File: config.mk
export PLATFORM = sky130hd
export DESIGN_NAME = rec_session_ctrl
export DESIGN_NICKNAME = d
export VERILOG_FILES = /design/src/rtl/voice_pkg.sv /design/src/rtl/key_sync_edge.sv /design/src/rtl/rec_session_ctrl.sv
export SDC_FILE = /design/constraint.sdc
export NUM_CORES = 1
export LEC_CHECK = 0
export BUFFER_PORTS_ARGS = -buffer_cell sky130_fd_sc_hd__clkbuf_2
export CORE_ASPECT_RATIO = 1.1
export CORE_MARGIN = 10
export CORE_UTILIZATION = 40
export CTS_CLUSTER_SIZE = 25
export DETAILED_ROUTE_END_ITERATION = 10
export PLACE_DENSITY = 0.59
export RECOVER_POWER = 25
export SETUP_SLACK_MARGIN = 0.05
export SYNTH_ARGS = -nofsm -noshare
export SYNTH_HDL_FRONTEND = slang
export SYNTH_HIERARCHICAL = 1
export SYNTH_SLANG_ARGS = --single-unit
File: constraint.sdc
create_clock -name clk -period 3.1 [get_ports clk]
set_clock_uncertainty 0.15 [all_clocks]
set_input_delay 0.155 -clock clk [delete_from_list [all_inputs] [get_ports clk]]
set_output_delay 0.155 -clock clk [all_outputs]
set_load 0.05 [all_outputs]
File: src/rtl/voice_pkg.sv
// Shared types for the voice-capture front end: command codes and session states.
package voice_pkg;

  typedef enum logic [2:0] {
    WELCOME   = 3'd0,
    RECORDING = 3'd1,
    UP        = 3'd2,
    DOWN      = 3'd3,
    LEFT      = 3'd4,
    RIGHT     = 3'd5,
    STOP      = 3'd6,
    SILENCE   = 3'd7
  } cmd_e;

  typedef enum logic [2:0] {
    IDLE,
    DEBOUNCE,
    RECORD,
    WAIT_RES,
    SHOW,
    ERROR
  } ctrl_state_e;

  // Only UP..SILENCE are legal classification results.
  function automatic logic is_result_cmd(input logic [2:0] code);
    return code >= 3'd2;
  endfunction

endpackage

File: src/rtl/key_sync_edge.sv
// Two-flop synchroniser for the raw active-low key, plus falling-edge (press) detect.
module key_sync_edge (
  input  logic clk,
  input  logic rstb,
  input  logic key_n,
  output logic press,
  output logic pressed_lvl
);

  logic r_s1, r_s2, r_s3;

  always_ff @(posedge clk) begin
    if (!rstb) begin
      r_s1 <= 1'b1;
      r_s2 <= 1'b1;
      r_s3 <= 1'b1;
    end else begin
      r_s1 <= key_n;
      r_s2 <= r_s1;
      r_s3 <= r_s2;
    end
  end

  assign press       = r_s3 & ~r_s2;
  assign pressed_lvl = ~r_s2;

endmodule

File: src/rtl/rec_session_ctrl.sv
// One voice-capture session: debounce KEY0, open the recording window, wait for the
// ARM result (with timeout), then hold the command or error before re-arming.
module rec_session_ctrl
  import voice_pkg::*;
#(
  parameter int unsigned DEBOUNCE_CYC = 1_000_000,
  parameter int unsigned REC_CYC      = 50_000_000,
  parameter int unsigned TIMEOUT_CYC  = 100_000_000,
  parameter int unsigned HOLD_CYC     = 100_000_000,
  parameter int unsigned CNT_W        = 27
) (
  input  logic       clk,
  input  logic       rstb,
  input  logic       key_n,
  input  logic       arm_ready,
  input  logic       res_valid,
  input  logic [2:0] res_cmd,
  output logic       rec_req,
  output logic [2:0] cmd,
  output logic       busy,
  output logic       err,
  output logic       res_pulse,
  output logic [7:0] sess_cnt
);

  localparam logic [CNT_W-1:0] DEB_LAST  = CNT_W'(DEBOUNCE_CYC - 1);
  localparam logic [CNT_W-1:0] REC_LAST  = CNT_W'(REC_CYC - 1);
  localparam logic [CNT_W-1:0] TO_LAST   = CNT_W'(TIMEOUT_CYC - 1);
  localparam logic [CNT_W-1:0] HOLD_LAST = CNT_W'(HOLD_CYC - 1);

  ctrl_state_e      r_state, w_next;
  logic [CNT_W-1:0] r_cnt;
  logic             w_press, w_pressed_lvl, w_enter_show;
  logic             r_rec_req, r_busy, r_err, r_res_pulse;
  logic [2:0]       r_cmd;
  logic [7:0]       r_sess;

  key_sync_edge u_key (
    .clk         (clk),
    .rstb        (rstb),
    .key_n       (key_n),
    .press       (w_press),
    .pressed_lvl (w_pressed_lvl)
  );

  always_comb begin
    w_next = r_state;
    unique case (r_state)
      IDLE:     if (w_press && arm_ready) w_next = DEBOUNCE;
      DEBOUNCE: begin
        if (!w_pressed_lvl)        w_next = IDLE;
        else if (r_cnt == DEB_LAST) w_next = RECORD;
      end
      RECORD:   if (r_cnt == REC_LAST) w_next = WAIT_RES;
      // A result arriving on the timeout cycle takes priority over the timeout.
      WAIT_RES: begin
        if (res_valid)             w_next = is_result_cmd(res_cmd) ? SHOW : ERROR;
        else if (r_cnt == TO_LAST) w_next = ERROR;
      end
      SHOW, ERROR: if (r_cnt == HOLD_LAST) w_next = IDLE;
      default:  w_next = IDLE;
    endcase
  end

  assign w_enter_show = (w_next == SHOW) && (r_state != SHOW);

  // Outputs are decoded from the next state so they are registered yet line up with r_state.
  always_ff @(posedge clk) begin
    if (!rstb) begin
      r_state     <= IDLE;
      r_cnt       <= '0;
      r_rec_req   <= 1'b0;
      r_cmd       <= WELCOME;
      r_busy      <= 1'b0;
      r_err       <= 1'b0;
      r_res_pulse <= 1'b0;
      r_sess      <= '0;
    end else begin
      r_state <= w_next;
      if (w_next != r_state)  r_cnt <= '0;
      else if (r_cnt != '1)   r_cnt <= r_cnt + CNT_W'(1);
      r_rec_req   <= (w_next == RECORD);
      r_busy      <= (w_next != IDLE);
      r_err       <= (w_next == ERROR);
      r_res_pulse <= w_enter_show;
      if (w_enter_show) begin
        r_cmd  <= res_cmd;
        r_sess <= r_sess + 8'd1;
      end else if (w_next != SHOW) begin
        r_cmd <= (w_next == RECORD || w_next == WAIT_RES) ? RECORDING : WELCOME;
      end
    end
  end

  assign rec_req   = r_rec_req;
  assign cmd       = r_cmd;
  assign busy      = r_busy;
  assign err       = r_err;
  assign res_pulse = r_res_pulse;
  assign sess_cnt  = r_sess;

endmodule

---- Word level (Yosys, flattened, before mapping) ----
Cells that the tools add are included.
operators by class
  add/sub/neg operators ................... 2
  magnitude comparators ................... 1
  eq/ne operators ......................... 16
  multiplexer cells ....................... 12
  bitwise operators ....................... 3
  reduce and logical (&&, ||, !) cells .... 8
operator list
  kind                                                                count
  adder 27 x 1 -> 27 bit (second input constant)                      1
  == test 27 x 20 -> 1 bit (second input constant)                    1
  == test 27 x 26 -> 1 bit (second input constant)                    1
  == test 27 bit (second input constant)                              1
  two-way mux 3 bit                                                   9
  inequality test 27 bit (second input constant)                      1
  case mux 3 bit (5 select lines)                                     1
  == test 3 x 2 -> 1 bit (second input constant)                      4
  == test 3 bit (second input constant)                               4
  adder 8 x 1 -> 8 bit (second input constant)                        1
  inequality test 3 bit (second input constant)                       2
  OR reduction 2 bit                                                  2
  == test 3 x 1 -> 1 bit (second input constant)                      1
  greater-or-equal comparator 3 x 2 -> 1 bit (second input constant)  1
  logical NOT 3 bit                                                   1
  inequality test 3 bit                                               1
  nonzero test 3 bit                                                  1
  logical AND 1 bit                                                   2
  two-way mux 1 bit                                                   2
  inverter 1 bit                                                      2
  nonzero test 2 bit                                                  1
  bitwise AND 1 bit                                                   1
  logical OR 1 bit                                                    1
storage, ports and cells
  register bits ........................... 48
  input bits .............................. 8
  output and inout bits ................... 15
  word-level logic and storage cells ...... 53

---- Depth between registers and ports, before layout ----
Gate-level depths: netlist (run 1).
  depth after elaboration ................. 10
  depth in mapped cells ................... 9
  depth with buffers taken out ............ 7

---- Modules after synthesis ----
Netlist (run 1), hierarchy kept.
modules (own cells, without submodules)
  module            instances  cells each  area each (µm²)  seq. area each (µm²)
  rec_session_ctrl  1          263         2282.2           900.9
  key_sync_edge     1          8           88.8             60.1

---- Least setup slack after synthesis (run 1) ----
No wires, ideal clock.
  path kind ............................... flip-flop to flip-flop
  start point ............................. register r_cnt[0]
  end point ............................... register r_sess[6] (netlist: sess_cnt[6])
  setup time .............................. 0.116 ns
  arrival time ............................ 2.107 ns
  data required time ...................... 2.834 ns
  setup slack ............................. 0.727 ns
  cell stages (with the launch flop) ...... 9
  path buffers ............................ 1
  clock period less this slack ............ 2.373 ns
  path through ............................ dfxtp_1 -> ha_1 -> and3_1 -> buf_6 -> nand4_4 -> o41a_4 -> nor4_4 -> a21oi_1 -> a31o_2
between the ends
  longest elaborated chain between the ends .. 6
  elaborated cells between the ends (all ways) .. 12
  those cells by class .................... eq/ne: 4; mux: 7; reduce/logical: 1
RTL lines
  element                                                     line                                                                    RTL
  from (decl)                                                 rec_session_ctrl.sv:32                                                  logic [CNT_W-1:0] r_cnt;
  from (signal assigned)                                      rec_session_ctrl.sv:81                                                  else if (r_cnt != '1) r_cnt <= r_cnt + CNT_W'(1);
  == test 27 bit or == test 27 x 20 -> 1 bit (tied branches)  rec_session_ctrl.sv:58, rec_session_ctrl.sv:60, rec_session_ctrl.sv:52
  two-way mux 3 bit, on equally long branches                 rec_session_ctrl.sv:58, rec_session_ctrl.sv:52
  two-way mux 3 bit, on equally long branches                 rec_session_ctrl.sv:57, rec_session_ctrl.sv:51
  case mux 3 bit (5 select lines) *                           rec_session_ctrl.sv:48                                                  unique case (r_state)
  == test 3 bit *                                             rec_session_ctrl.sv:65                                                  assign w_enter_show = (w_next == SHOW) && (r_state != SHOW);
  logical AND 1 bit *                                         rec_session_ctrl.sv:65
  to (signal assigned)                                        rec_session_ctrl.sv:88                                                  r_sess <= r_sess + 8'd1;
  to (decl)                                                   rec_session_ctrl.sv:36                                                  logic [7:0] r_sess;
Every way passes the cells marked *; elsewhere a longest branch is shown, timed or not.
A chain may end at the register's enable or synchronous reset.

---- Worst setup path in the final report (run 1) ----
Ends and elaborated chain as after synthesis.

==> results_dict.tcl, run 1 <==
set metrics [dict create \
    synthToLayoutAreaGrowth_pct 13.4 \
    comb_power_share_pct 4.0 \
    drt-initial-drc-count 129 \
    ys_ff_latch 48 \
    ys_warn_count 6 \
    numCtsBuffers 5 \
    final_common_cell "dfxtp_1" \
    hold_viol 0 \
    place.gp.congestion 0.859 \
    drive_gt1_share_pct 10.7 \
    vias 1971 \
    rsz0062_at_grt "false" \
    final.period_utilization_pct 84.1 \
    timing.fmax_ghz 0.384 \
    place_inst 365 \
    switching_power_w 0.000242 \
    crit_arrival_ps 2660 \
    p_per_area_mw_per_mm2 417 \
    clk_pin_slew_ps 90 \
    synthesis.nets 281 \
    slew_violations 0 \
    cp_max_fo 8 \
    finalSetupViolCount 0 \
    syn_area_per_cell_sq_um 8.75 \
    status "complete, no violations" \
    die_w_microns 93.4 \
    ys_types 52 \
    wl_per_cell_microns 13.5 \
    async_flop_share_pct 0 \
    drc 0 \
    most-common-layout-cells "dfxtp_1 (48), nor2_1 (47), nand2_1 (22), xnor2_1 (18), clkbuf_1 (12)" \
    synth_edf_count 0 \
    detail-route-antenna-nets 0 \
    dr.pass1.iters 4 \
    synthesis.area_sq_mm 0.00237 \
    antenna_found_initial 0 \
    n_antenna_cell 0 \
    cts-root-buf "clkbuf_8" \
    p_leak_nw 0.925 \
    cts_setup_buffers 0 \
    worstMarginPinSlew_ps 737 \
    rows 29 \
    post-route-min-period_ps 2610 \
    cp-end-kind "flip-flop" \
    fin_setup_tns_ps 0 \
    die_h_microns 101 \
    synthCells 271 \
    first_global_vias 1844 \
    internal_power_w 0.000878 \
    num_io_pins 23 \
    viasPerCell 5.26 \
    grtUsageTotal_pct 11.1 \
    grt_pass1_wl_mm 8.69 \
    critPathKind "flip-flop to flip-flop" \
    fin_nets 307 \
    grt-ovfl-total 0 \
    wl_mm 5.07 \
    relSlewSlack_pct 50.9 \
    stdcell_count 375 \
    start_kind "flip-flop" \
    htreeDepth 2 \
    p_sw_share_pct 21.6 \
    clkLatencyLatePin_ps 300 \
    core_area_sq_mm 0.00577 \
    cts_tree "yes" \
    ys_seq_area_share_pct 40.5 \
    synth_flop_cell "dfxtp_1" \
    place_hpwl_mm 3.78 \
    vdd_drop_max_v 0.000189 \
    grt_max_degree 28 \
    port_buffers 22 \
    hold_class "input pin to flip-flop" \
    cts_sinks 48 \
    clock_path_buffers 2 \
    fp.dieArea_sq_mm 0.00941 \
    required_ps 3150 \
    initial_core_util_pct 41.1 \
    p_clk_share_pct 39.9 \
    p_seq_share_pct 56.0 \
    cap_violations 0 \
]
-- cell usage after synthesis, types with 2 or more instances --
cell type	n	share of area, %
a21boi_0	2	0.63
a21oi_1	4	0.84
a31o_2	2	0.74
a31oi_1	2	0.53
and2_1	6	1.6
and3_1	6	1.6
and4_1	5	1.8
buf_2	2	0.42
clkbuf_1	4	0.63
dfxtp_1	48	41
ha_1	2	1.1
inv_1	6	0.95
mux2i_1	7	3.0
nand2_1	22	3.5
nand2b_1	6	1.6
nand3_1	11	2.3
nand4_1	11	2.9
nor2_1	47	7.4
nor2b_1	5	1.3
nor3_1	11	2.3
nor4_1	3	0.79
nor4bb_1	2	0.84
o21ai_0	4	0.84
o22ai_1	2	0.53
xnor2_1	18	6.6
xor2_1	7	2.6
-- metrics by stage --
step	total power, W	area (sq um)	worst slack (ps)	hold slack, ps	utilization [%]
2_1_floorplan	0.000671	2370	727	78.0	-
3_3_place_gp	0.000685	2560	361	190	44.4
3_5_place_dp	0.000685	2560	282	194	44.4
4_1_cts	0.00114	2690	271	2.47	46.6
5_1_grt	0.00117	2690	210	14.7	46.6
6_report	0.00112	2690	494	6.52	46.6
-- critical path: stages, from the launching register on --
cell	delay, ps
dfxtp_1	400
ha_1	200
and3_1	180
buf_4	170
nand4_4	140
o41a_4	580
nor4_4	350
a21oi_1	120
a31o_2	220
-- sequential cells by signal, summed over array words and instances, names as in the netlist --
register	flops
u_key/r_s2	1
r_state	3
busy	1
res_pulse	1
err	1
sess_cnt	8
u_key/r_s1	1
rec_req	1
r_cnt	27
u_key/r_s3	1
cmd	3
-- cells by family after synthesis --
logic type,share of synthesized area [%]
AND/OR/NAND/NOR,34.0
flip-flops,40.5
AO/OA/AOI/OAI,9.60
XOR/XNOR,9.23
buffers and inverters,2.64
multiplexers,2.96
adder cells (fa/ha/maj),1.06
-- path summary, 6_finish.rpt --
check	start	depth (start not counted)	to	slack, ps
worst min-delay path	res_cmd[2]	3	cmd[2]	7
worst max-delay path	r_cnt[0]	8	sess_cnt[6]	490
worst min register to register	u_key/r_s1	1	u_key/r_s2	270
worst max register to register	r_cnt[0]	8	sess_cnt[6]	490
-- cell type report --
type                       count  area (sq um)
sequential                    48           961
inverter                       6          22.5
clock buffer                   5          68.8
fill                         605          3080
timing repair buffer          27           138
tap                           77          96.3
multi-input combinational    209          1360
clock inverter                 3          42.5
-- power groups by stage --
| stage | Clock [W] | Sequential [W] | Combinational [W] |
|---|---|---|---|
| 2_1_floorplan | 0 | 0.000641 | 0.0000295 |
| 3_3_place_gp | 0 | 0.000642 | 0.0000427 |
| 3_5_place_dp | 0 | 0.000642 | 0.0000425 |
| 4_1_cts | 0.000463 | 0.000628 | 0.0000449 |
| 5_1_grt | 0.000488 | 0.000629 | 0.0000509 |
| 6_report | 0.000447 | 0.000628 | 0.0000451 |
-- repair_timing --
action / 4_1_cts / 5_1_grt
hold endpoints to repair: 2 / 0
endpoints found under the setup margin: 0 / 8
hold buffers: 2 / 0
gates resized for setup: 0 / 1
-- layer usage --
metal / GRT usage [%] / wire (microns)
met5: 0 / 0
met4: 4.51 / 89
met3: 3.58 / 265
met2: 17.7 / 2350
met1: 13.5 / 2370
Power figures use the tool's default switching activity.
==> inputs of run 2 (changes only) <==
- PLACE_DENSITY: 0.59 -> 0.61
- clock period: 3.1 -> 2.1 ns (I/O delays scaled with it)
==> run 2 against run 1 <==
- highest routed layer unchanged
- worst hold slack better by 230 ps
- the flow now finishes with violations (negative setup slack)
- largest power group unchanged
- global-route usage increased by 2.4 points
- first-iteration DRC count down 40%
- critical path depth grew 1
- routed wire length increased by 20%
- sequential power rose by 47%
==> results_dict.tcl, run 2 (synthesized netlist as in run 1, its figures left out) <==
set metrics [dict create \
    rows 29 \
    post-route-min-period_ps 2220 \
    p_sw_share_pct 22.0 \
    critPathKind "flip-flop to flip-flop" \
    p_seq_share_pct 54.2 \
    hold_viol 0 \
    relSlewSlack_pct 59.9 \
    finalSetupViolCount 39 \
    start_kind "flip-flop" \
    clkLatencyLatePin_ps 300 \
    fp.dieArea_sq_mm 0.00941 \
    clock_path_buffers 2 \
    initial_core_util_pct 41.1 \
    status "complete, but fails checks" \
    fin_nets 366 \
    largest-register "r_cnt" \
    drt-initial-drc-count 77 \
    failed_checks "negative setup slack" \
    cp-end-kind "flip-flop" \
    comb_power_share_pct 6.9 \
    synthToLayoutAreaGrowth_pct 39.9 \
    place_hpwl_mm 4.50 \
    p_leak_nw 1.29 \
    dpl-instance-area_sq_mm 0.00299 \
    largest_reg_flops 27 \
    clk_pin_slew_ps 90 \
    worstMarginPinSlew_ps 604 \
    p_clk_share_pct 38.9 \
    wl_per_cell_microns 14.1 \
    first_global_vias 2278 \
    worst_slack_ps -120 \
    num_io_pins 23 \
    grt_pass1_wl_mm 10.6 \
    final.period_utilization_pct 106 \
    cap_violations 0 \
    most-common-layout-cells "buf_4 (53), nor2_1 (46), dfxtp_1 (45), nand2_1 (21), clkbuf_2 (20)" \
    antenna_found_initial 0 \
    stdcell_area_sq_mm 0.00332 \
    viasPerCell 5.12 \
    switching_power_w 0.000376 \
    required_ps 2150 \
    hold_class "input pin to flip-flop" \
    detail-route-antenna-nets 0 \
    drive_gt1_share_pct 31.9 \
    vdd_drop_max_v 0.000410 \
    place.gp.congestion 0.849 \
    rsz0062_at_grt "true" \
    cp_max_fo 8 \
    internal_power_w 0.00133 \
    utilization_pct 57.5 \
    cts_sinks 48 \
    dr.pass1.iters 4 \
    vias 2224 \
    port_buffers 22 \
    place_ws_ps -128 \
    htreeDepth 2 \
    grt-ovfl-total 0 \
    die_w_microns 93.4 \
    grt_max_degree 18 \
    crit_arrival_ps 2270 \
    fin_setup_tns_ps -2960 \
    core_area_sq_mm 0.00577 \
    timing.fmax_ghz 0.451 \
    grtUsageTotal_pct 13.6 \
    wl_mm 6.11 \
    numCtsBuffers 5 \
    hold_slack_ps 239 \
    p_per_area_mw_per_mm2 515 \
    n_antenna_cell 0 \
    cts-root-buf "clkbuf_8" \
    die_h_microns 101 \
    final_common_cell "buf_4" \
    drc 0 \
    slew_violations 0 \
    cts_tree "yes" \
]
==> run 2: cell types whose count changed in the layout (fill, tap and decap cells not counted), sizes merged <==
cell,previous run,this run
buf,3,58
dlygate4sd3,2,5
clkbuf,27,29
clkinvlp,1,0
==> run 2: path summary, 6_finish.rpt <==
| kind | start | to | slack, ps | cells past startpoint |
|---|---|---|---|---|
| max | r_cnt[1] | r_cnt[15] | -120 | 9 |
| min | res_valid | r_state[1] | 240 | 5 |
| max reg2reg | r_cnt[1] | r_cnt[15] | -120 | 9 |
| min reg2reg | u_key/r_s1 | u_key/r_s2 | 260 | 1 |
==> run 2: power by group through the flow <==
stage | Combinational, W | Sequential (W) | Clock (W)
final | 0.000118 | 0.000926 | 0.000666
after global routing | 0.000130 | 0.000928 | 0.000721
after CTS | 0.000110 | 0.000926 | 0.000681
after detailed placement | 0.0000972 | 0.000947 | 0
after global placement | 0.0000964 | 0.000947 | 0
after floorplan | 0.0000503 | 0.000950 | 0
==> run 2: metrics by stage <==
stage / std cells / total power [W]
floorplan: 271 / 0.00100
global placement: 416 / 0.00104
detailed placement: 416 / 0.00104
CTS: 433 / 0.00172
global route: 434 / 0.00178
finish: 434 / 0.00171
==> run 2: what timing repair did <==
item / CTS / global route
gates cloned: 0 / 1
buffers inserted: 4 / 0
endpoints found under the setup margin: 43 / 44
hold buffers: 5 / 0
hold endpoints to repair: 6 / 0
pin swaps: 8 / 5
resized for setup: 18 / 6
==> run 2: layer usage <==
metal	wire length, microns	global-route usage (%)
met1	2600	15.3
met2	3140	24.4
met3	304	3.58
met4	59	3.80
met5	0	0
==> run 2: critical path, cell delays in order, from the launching register on <==
cell,delay [ps]
dfxtp_2,360
ha_4,140
and3_4,210
nand4_4,140
buf_6,150
o32a_1,310
o211a_1,260
o2111ai_4,130
clkbuf_16,220
nor2_1,40
==> run 2: final cells by class <==
class	count	area [sq um]
Clock inverter	2	35.0
Tap cell	77	96.3
Sequential cell	48	965
Multi-Input combinational cell	209	1470
Fill cell	519	2450
Clock buffer	6	72.6
Timing Repair Buffer	86	654
Inverter	6	22.5
==> inputs of run 3 (changes only) <==
- BUFFER_PORTS_ARGS: -buffer_cell sky130_fd_sc_hd__clkbuf_2 -> unset
- CORE_MARGIN: 10 -> unset
- DONT_BUFFER_PORTS: unset -> 1
- PLACE_DENSITY: 0.61 -> 0.57
==> run 3 against run 2 <==
- the run still ends with negative setup slack left
- worst setup slack lost 11 ps
- combinational power grew 17%
- total power grew 0.71%
==> results_dict.tcl, run 3 (synthesized netlist as in run 1, its figures left out) <==
set metrics [dict create \
    status "complete, but fails checks" \
    failed_checks "negative setup slack" \
    rr_startpoint "r_cnt[23]" \
    final.period_utilization_pct 106 \
    p_seq_share_pct 53.8 \
    cp_slowest_cell "dfxtp_2" \
    largest-register "r_cnt" \
    min_from "rstb" \
    fin_nets 359 \
    htreeDepth 2 \
    grtUsageTotal_pct 20.3 \
    drive_gt1_share_pct 36.6 \
    grt_max_degree 15 \
    core_area_sq_mm 0.00573 \
    clock_path_buffers 2 \
    critPathKind "flip-flop to flip-flop" \
    clkLatencyLatePin_ps 300 \
    internal_power_w 0.00135 \
    p_sw_share_pct 21.6 \
    hold_class "input pin to flip-flop" \
    die_w_microns 75.4 \
    crit_arrival_ps 2270 \
    p_leak_nw 1.34 \
    stdcell_count 427 \
    place.gp.congestion 0.781 \
    slowest_delay_ps 350 \
    rrSetupSlack_ps -130 \
    drc 0 \
    switching_power_w 0.000373 \
    clk_pin_slew_ps 90 \
    dr.pass1.iters 7 \
    most-common-layout-cells "buf_4 (61), nor2_1 (45), dfxtp_1 (38), nand2_1 (18), xnor2_1 (18)" \
    start_kind "flip-flop" \
    initial_core_util_pct 41.4 \
    finalSetupViolCount 39 \
    fp.dieArea_sq_mm 0.00624 \
    vias 2238 \
    dpl-instance-area_sq_mm 0.00294 \
    antenna_found_initial 0 \
    worst_slack_ps -131 \
    timing.fmax_ghz 0.448 \
    largest_reg_flops 27 \
    place_hpwl_mm 4.34 \
    cts-root-buf "clkbuf_8" \
    rows 29 \
    wl_mm 6.44 \
    n_antenna_cell 0 \
    wl_per_cell_microns 15.1 \
    hold_depth 2 \
    viasPerCell 5.24 \
    first_global_vias 2054 \
    vdd_drop_max_v 0.000266 \
    required_ps 2140 \
    timing.rr.end "r_cnt[20]" \
    min_to "sess_cnt[0]" \
    hold_viol 0 \
    num_io_pins 23 \
    stdcell_area_sq_mm 0.00345 \
    slew_violations 0 \
    numCtsBuffers 5 \
    grt-ovfl-total 0 \
    relSlewSlack_pct 56.2 \
    final_common_cell "buf_4" \
    place_inst 402 \
    die_h_microns 82.8 \
    grt_pass1_wl_mm 9.45 \
    cp_max_fo 4 \
    port_buffers 0 \
    detail-route-antenna-nets 0 \
    post-route-min-period_ps 2230 \
    cap_violations 0 \
    crit_path_cell_trace "nor4_4 -> buf_4 -> nand4_1 -> o31ai_2 -> nand2_2 -> o2111ai_4 -> buf_12 -> clkbuf_16 -> nor2_1" \
    cp-end-kind "flip-flop" \
    rsz0062_at_grt "true" \
    synthToLayoutAreaGrowth_pct 45.7 \
    cts_tree "yes" \
    cts_sinks 48 \
    comb_power_share_pct 8.0 \
    p_clk_share_pct 38.2 \
    worstMarginPinSlew_ps 656 \
    r2r_cells 9 \
    p_per_area_mw_per_mm2 499 \
    drt-initial-drc-count 46 \
]
## run 3: cell count changes in the layout (fill, tap and decap cells not counted), sizes merged
cell / previous run / this run
buf: 58 / 71
clkbuf: 29 / 9
## run 3: worst max-delay path: cells and delay by family, from the launching register on
kind	cells	cell delay [ps]
simple gates	4	590
flops	1	350
compound gates	2	600
buf+inv	3	440
## run 3: area by class of cell
type / count / area [sq um]
Clock buffer: 6 / 72.6
Clock inverter: 2 / 35.0
Fill cell: 531 / 2280
Inverter: 6 / 22.5
Multi-Input combinational cell: 209 / 1560
Sequential cell: 48 / 973
Tap cell: 77 / 96.3
Timing Repair Buffer: 79 / 696
## run 3: power by group through the flow
stage	registers [W]	clock network, W	logic (W)
2_1_floorplan	0.000950	0	0.0000503
3_3_place_gp	0.000947	0	0.0000858
3_5_place_dp	0.000947	0	0.0000867
4_1_cts	0.000926	0.000682	0.000111
5_1_grt	0.000927	0.000721	0.000147
6_report	0.000926	0.000659	0.000138
## run 3: worst max-delay path by stage
stage | start | end | slack (ps) | depth (start not counted)
after global placement | r_cnt[6] | r_cnt[8] | -110 | 7
after floorplan | r_cnt[1] | sess_cnt[6] | -120 | 8
after detailed placement | r_cnt[1] | sess_cnt[6] | -140 | 7
after CTS | r_cnt[0] | sess_cnt[1] | -140 | 8
final | r_cnt[23] | r_cnt[20] | -130 | 9
after global routing | r_cnt[23] | cmd[2] | -220 | 8
## run 3: timing repair
item,in CTS,in global routing
hold buffers,5,0
gates cloned,1,1
pin swaps,11,23
buffers inserted,3,7
endpoints found under the hold margin,9,0
resized for setup,16,39
endpoints found under the setup margin,44,44
## run 3: stage by stage
step           worst slack, ps  total power (W)  setup TNS (ps)  hold WS, ps  utilization, %
2_1_floorplan             -121          0.00100            -476         28.0               -
3_3_place_gp              -109          0.00103           -3150         30.7            51.4
3_5_place_dp              -144          0.00103           -3400         33.7            51.4
4_1_cts                   -136          0.00172           -3760         4.89            56.0
5_1_grt                   -221          0.00180           -7560         56.1            60.3
6_report                  -131          0.00172           -3810         33.4            60.3
## run 3: per-layer routing
metal | part of all wire, % | global-route usage, % | up-vias
met5 | 0 | 0 | -
met4 | 1.3 | 6.48 | 0
met3 | 2.9 | 3.88 | 9
met2 | 54 | 38.6 | 37
met1 | 42 | 22.4 | 1076
li1 | - | - | 1116
